File: config.mk
export PLATFORM = sky130hd
export DESIGN_NAME = shift_seq_gen_flat
export DESIGN_NICKNAME = d
export VERILOG_FILES = /design/src/rtl/shift_seq_gen_if.sv /design/src/rtl/shift_seq_gen.sv /design/src/flat_wrapper.sv
export SDC_FILE = /design/constraint.sdc
export NUM_CORES = 1
export LEC_CHECK = 0
export BUFFER_PORTS_ARGS = -buffer_cell sky130_fd_sc_hd__buf_2
export CAP_MARGIN = 20
export CORE_MARGIN = 2
export CORE_UTILIZATION = 30
export CTS_CLUSTER_DIAMETER = 50
export DETAILED_ROUTE_END_ITERATION = 8
export MAX_ROUTING_LAYER = met4
export PLACE_DENSITY_LB_ADDON = 0.1
export SYNTH_ARGS = -nofsm -noshare
export SYNTH_HDL_FRONTEND = slang
export SYNTH_SLANG_ARGS = --single-unit
export TNS_END_PERCENT = 5
File: constraint.sdc
create_clock -name clk -period 2 [get_ports clk]
set_input_delay 0.4 -clock clk [delete_from_list [all_inputs] [get_ports clk]]
set_output_delay 0.4 -clock clk [all_outputs]
set_load 0.01 [all_outputs]
File: src/rtl/shift_seq_gen_if.sv
// Control and pattern bus of the shift-register sequence generator.
// The master drives control and seed; the slave (generator) returns state and strobes.
interface shift_seq_gen_if #(
    parameter int WIDTH = 4
);
    logic             run;
    logic             step;
    logic [1:0]       mode;
    logic             load;
    logic [WIDTH-1:0] seed_in;
    logic [WIDTH-1:0] q;
    logic             tick;
    logic             wrap;
    logic             lockup;

    modport master (
        output run, step, mode, load, seed_in,
        input  q, tick, wrap, lockup
    );

    modport slave (
        input  run, step, mode, load, seed_in,
        output q, tick, wrap, lockup
    );
endinterface

File: src/rtl/shift_seq_gen.sv
// Prescaled shift-register sequence generator: LFSR, ring or Johnson stepping
// with seed load, single-step, wrap and LFSR lockup reporting.
module shift_seq_gen #(
    parameter int               WIDTH = 4,
    parameter int               DIV   = 25_000_000,
    parameter logic [WIDTH-1:0] SEED  = {1'b1, {(WIDTH-1){1'b0}}},
    parameter logic [WIDTH-1:0] TAPS  = WIDTH'(4'b1001)
) (
    input  logic            clk,
    input  logic            rst,
    shift_seq_gen_if.slave  bus
);
    localparam int              CW   = (DIV > 1) ? $clog2(DIV) : 1;
    localparam logic [CW-1:0]   LAST = CW'(DIV - 1);

    localparam logic [1:0] MODE_LFSR = 2'b00;
    localparam logic [1:0] MODE_RING = 2'b01;
    localparam logic [1:0] MODE_JOHN = 2'b10;

    logic [CW-1:0]    count;
    logic [WIDTH-1:0] q_r;
    logic [WIDTH-1:0] q_nxt;
    logic             tick_r;
    logic             wrap_r;
    logic             lockup_r;
    logic             lock_nxt;
    logic             shift_en;
    logic             adv;

    assign adv = (bus.run & tick_r) | (~bus.run & bus.step);

    always_comb begin
        q_nxt    = q_r;
        lock_nxt = 1'b0;
        shift_en = 1'b0;
        case (bus.mode)
            MODE_LFSR: begin
                shift_en = 1'b1;
                // All-zero is a dead state for an XOR LFSR; force it back to the seed
                if (q_r == '0) begin
                    q_nxt    = SEED;
                    lock_nxt = 1'b1;
                end else begin
                    q_nxt = {^(q_r & TAPS), q_r[WIDTH-1:1]};
                end
            end
            MODE_RING: begin
                shift_en = 1'b1;
                q_nxt    = {q_r[0], q_r[WIDTH-1:1]};
            end
            MODE_JOHN: begin
                shift_en = 1'b1;
                q_nxt    = {~q_r[0], q_r[WIDTH-1:1]};
            end
            default: begin
                shift_en = 1'b0;
                q_nxt    = q_r;
            end
        endcase
    end

    always_ff @(posedge clk) begin
        if (rst) begin
            count    <= '0;
            tick_r   <= 1'b0;
            q_r      <= SEED;
            wrap_r   <= 1'b0;
            lockup_r <= 1'b0;
        end else if (bus.load) begin
            count    <= '0;
            tick_r   <= 1'b0;
            q_r      <= bus.seed_in;
            wrap_r   <= 1'b0;
            lockup_r <= 1'b0;
        end else begin
            count  <= (count == LAST) ? '0 : count + 1'b1;
            tick_r <= (count == LAST);
            if (adv && shift_en) begin
                q_r      <= q_nxt;
                wrap_r   <= (q_nxt == SEED);
                lockup_r <= lock_nxt;
            end else begin
                wrap_r   <= 1'b0;
                lockup_r <= 1'b0;
            end
        end
    end

    assign bus.q      = q_r;
    assign bus.tick   = tick_r;
    assign bus.wrap   = wrap_r;
    assign bus.lockup = lockup_r;
endmodule

File: src/flat_wrapper.sv
// flat-port wrapper written by rule: the top's interface ports become plain ports
module shift_seq_gen_flat 
#(
    parameter int               WIDTH = 4,
    parameter int               DIV   = 25_000_000,
    parameter logic [WIDTH-1:0] SEED  = {1'b1, {(WIDTH-1){1'b0}}},
    parameter logic [WIDTH-1:0] TAPS  = WIDTH'(4'b1001)
)
  (clk, rst, bus_run, bus_step, bus_mode, bus_load, bus_seed_in, bus_q, bus_tick, bus_wrap, bus_lockup);
  shift_seq_gen_if #(.WIDTH(WIDTH)) bus_i ();
  input  logic clk;
  input  logic rst;
  input wire logic [$bits(bus_i.run)-1:0] bus_run;
  input wire logic [$bits(bus_i.step)-1:0] bus_step;
  input wire logic [$bits(bus_i.mode)-1:0] bus_mode;
  input wire logic [$bits(bus_i.load)-1:0] bus_load;
  input wire logic [$bits(bus_i.seed_in)-1:0] bus_seed_in;
  output wire logic [$bits(bus_i.q)-1:0] bus_q;
  output wire logic [$bits(bus_i.tick)-1:0] bus_tick;
  output wire logic [$bits(bus_i.wrap)-1:0] bus_wrap;
  output wire logic [$bits(bus_i.lockup)-1:0] bus_lockup;
  assign bus_i.run = bus_run;
  assign bus_i.step = bus_step;
  assign bus_i.mode = bus_mode;
  assign bus_i.load = bus_load;
  assign bus_i.seed_in = bus_seed_in;
  assign bus_q = bus_i.q;
  assign bus_tick = bus_i.tick;
  assign bus_wrap = bus_i.wrap;
  assign bus_lockup = bus_i.lockup;
  shift_seq_gen #(.WIDTH(WIDTH), .DIV(DIV), .SEED(SEED), .TAPS(TAPS)) u_core (.clk(clk), .rst(rst), .bus(bus_i));
endmodule
-- Word-level counts from Yosys, hierarchy flattened
Cells that the tools add are included.
- register bits: 32
- input bits: 11
- output and inout port bits: 7
- logic and storage cells: 33
- add/subtract/negate cells: 1
- eq/ne operators: 4
- muxes and demuxes: 6
- bitwise gates (word level): 7
- reductions and logical operators: 10
- operators by type and width (kind ; count):
    $add 25x1->25 const B ; 1
    $eq 25x25->1 const B ; 1
    $mux 4 ; 3
    $pmux 4 s3 ; 1
    $reduce_or 3->1 ; 3
    $eq 4x4->1 const B ; 1
    $logic_not 4->1 ; 1
    $not 1->1 ; 4
    $reduce_or 4->1 ; 1
    $reduce_xor 4->1 ; 1
    $and 1x1->1 ; 2
    $eq 2x1->1 const B ; 1
    $eq 2x2->1 const B ; 1
    $logic_not 2->1 ; 1
    $mux 1 ; 2
    $reduce_bool 2->1 ; 1
    $reduce_or 2->1 ; 1
    $logic_and 1x1->1 ; 1
    $or 1x1->1 ; 1

-- Depth between registers and ports, before layout
- depth in word-level cells: 6
- mapped depth: 6
- depth with buffers taken out: 5

-- Worst setup path after synthesis
Ideal clock, no wire load.
- path type: register to register
- start point: register u_core.count[15]
- end point: register u_core.count[24]
- setup time: 0.125 ns
- arrival: 1.479 ns
- data required time: 1.875 ns
- setup slack: 0.396 ns
- cell stages (with the launch flop): 6
- path buffers: 1
- period minus slack after synthesis: 1.604 ns
- cells stage by stage: dfxtp_1 -> or4_1 -> nor4_2 -> a211o_2 -> buf_6 -> a21oi_1
- word-level cells in the longest chain between the ends: 2
- elaborated cells between the ends (all ways): 3
- ends and longest elaborated chain (item ; RTL line ; text):
    from (decl) ; shift_seq_gen.sv:20 ; logic [CW-1:0] count;
    from (signal assigned) ; shift_seq_gen.sv:76 ; count <= (count == LAST) ? '0 : count + 1'b1;
    branches (longest 2 deep; another with $add 25x1->25) ; n/a ;
Parallel ways; which one is timed is not known.
A chain may end at the register's enable or synchronous reset.

-- Final worst setup path
- start point: register u_core.count[0]
- end point: register u_core.count[24]
The elaborated chain is that of the path after synthesis.

==> results.md <==
* Hold Buf Count CTS at 0
* Ys async rst share at 0%
* Starting DRT DRC Count at 32
* # rows at 26
* H-tree levels at 2
* Worst Skew at ~0.0033 ns
* Fin Setup TNS at 0 ns
* Seq/Total Area, Yosys at 41.52%
* Number of post-CTS setup repair buffers at 0
* First-pass GRT wire length at around 6 mm
* Die width at around 76 µm
* # diodes at 0
* RSZ-0062 raised after global routing: no
* Layout cells sized above 1 at 16.59%
* Vias/cell at approximately 5.1
* Core utilization of the finished layout at between 30 and 40%
* Drc violations at 0
* Area of the mapped netlist at 0.001543 mm²
* Worst-Skew Late Latency at ~0.28 ns
* Slew Viols, Final at 0
* Startpoint Class: flip-flop
* Vias in the first global route at between 1000 and 1500
* Dpl cells at between 200 and 300
* Commonest non-fill, non-tap cell in the layout: dfxtp_1
* Antenna violations before repair at 0
* Initial core utilization at around 30%
* Worst Hold Class: input port to flip-flop
* Die H at about 76 µm
* Worst-Margin Slew at about 0.37 ns
* Synth Register Bits at 32
* WL per Instance at about 13 µm
* Post-DP HPWL at about 2.6 mm
* Critical Path Fanout Max at 7
* CTS tree: yes
* Clk sinks at 32
* Library cells used by synthesis at 40
* Core box area at 0.005042 mm²
* Final worst-path cycle share at between 80% and 90%
* ANT nets after route at 0
* Final min period at between 1.5 and 2 ns
* Largest net degree at the start of global routing at 26
* Rel. slew slack at roughly three quarters
* Final setup fails at 0
* Hold Fails Final Rpt at 0
* Root Buffer: clkbuf_8
* Total die area at roughly 0.0057 mm²
* Status: finished clean
* Setup CP Type: flip-flop to flip-flop
* Port Buffers at 17
* Area Overhead vs Synth at 17.52%
* TritonCTS Buffers at 5
* Post-synth EDFFs at 0
* DR pass1 iterations at 4
* P_leak at about 0.00061 µW
* Total GRT Usage at 14.11%
* WP data required at ~2.2 ns
* Largest vdd supply drop at 0.1920 mV
* Max-Cap Viols at 0
* DR vias at around 1400
* Post-Layout Cell Count at about 280
* Flop-to-flop setup slack at roughly 0.26 ns
* Nets@finish at approximately 220
* Worst-path clk slew at about 0.070 ns
* PwrDens at just under 700 mW/mm²
* Synthesized Nets at about 190
* Worst slack, placed at roughly 0.28 ns
* Final worst slack at approximately 0.26 ns
* Synth warn at 0
* Critical Path AT at 1.96 ns
* Max Fclk at roughly 570 MHz
* Overflow after GRT at 0
* CP Capture Type: flip-flop
* Max Buffers Root-to-Sink at 2
* Primary FF master, synth: dfxtp_1
* Most frequent cells in the layout: dfxtp_1 (32), nor2_1 (24), buf_2 (17)
* WL final at around 3.6 mm
* # resized after CTS at 0
* Boundary Pins at 18
* Hold_ws at roughly 0.34 ns
* Final RePlAce weighted congestion at a little under 0.8
* Post-Syn Instances at 180
* Mapped Avg Cell Area at roughly 8.6 µm²
==> where the power goes <==
part	switching, µW	internal (µW)
Combinational	43.0	32.5
Sequential	10.4	646
Clock	234	281
==> layout make-up <==
cell class | instances | area (µm²)
Clock buffer | 8 | 90.09
Fill cell | 538 | 3229
Inverter | 6 | 22.52
Multi-Input combinational cell | 139 | 852.1
Sequential cell | 32 | 640.6
Tap cell | 70 | 87.58
Timing Repair Buffer | 20 | 120.1
==> critical path: stages (launching register included) <==
cell	delay (ns)
dfxtp_1	0.39
ha_1	0.22
and3_1	0.25
nand4_2	0.17
or4_1	0.50
a21oi_1	0.14
==> cell families (layout without fill, tap and decap cells) <==
group	Yosys count	in the layout	share of synthesized area (%)
simple gates	92	92	32.69
flops	32	32	41.52
compound gates	31	31	13.06
xor+xnor	14	14	7.948
buf+inv	9	34	3.244
fa+ha+maj	1	1	0.8109
mux	1	1	0.7299
==> stage by stage <==
step | total power, µW | instance area [µm²]
after floorplan | 711.9 | 1543
after global placement | 742.2 | 1723
after detailed placement | 746.6 | 1723
after CTS | 1263 | 1813
after global routing | 1299 | 1813
final | 1246 | 1813
==> cell usage after synthesis, types with 2 or more instances <==
cell | number | area, µm²
a211oi_1 | 2 | 15.01
a21oi_1 | 9 | 45.04
a311oi_1 | 3 | 26.28
and3_1 | 5 | 31.28
and4_1 | 3 | 26.28
buf_6 | 2 | 22.52
dfxtp_1 | 32 | 640.6
inv_1 | 6 | 22.52
nand2_1 | 14 | 52.55
nand3_1 | 12 | 60.06
nand4_1 | 7 | 43.79
nor2_1 | 24 | 90.09
nor3_1 | 2 | 10.01
nor4_1 | 5 | 31.28
o21ai_0 | 9 | 45.04
or3_1 | 7 | 43.79
or4_1 | 3 | 22.52
xnor2_1 | 10 | 87.58
xor2_1 | 4 | 35.03
==> sequential cells by signal (all words and copies together), names as in the netlist <==
register	flops
u_core.bus.lockup	1
u_core.bus.q	4
u_core.bus.tick	1
u_core.bus.wrap	1
u_core.count	25
==> final timing paths <==
check	from	to	cells past startpoint
worst max-delay path	u_core.count[0]$_SDFF_PP0_	u_core.count[24]$_SDFF_PP0_	5
worst min-delay path	bus_seed_in[3]	u_core.bus.q[3]$_SDFFE_PP1P_	3
worst max register to register	u_core.count[0]$_SDFF_PP0_	u_core.count[24]$_SDFF_PP0_	5
worst min register to register	u_core.count[24]$_SDFF_PP0_	u_core.count[24]$_SDFF_PP0_	2
==> metal layers <==
layer / routed length, µm / part of all wire [%] / global-route usage [%]
met1: 1609 / 45 / 15.74
met2: 1726 / 49 / 23.96
met4: 65 / 1.8 / 7.018
met3: 154 / 4.3 / 2.778
met5: 0 / 0 / -
(Power assumes the default switching activity.)
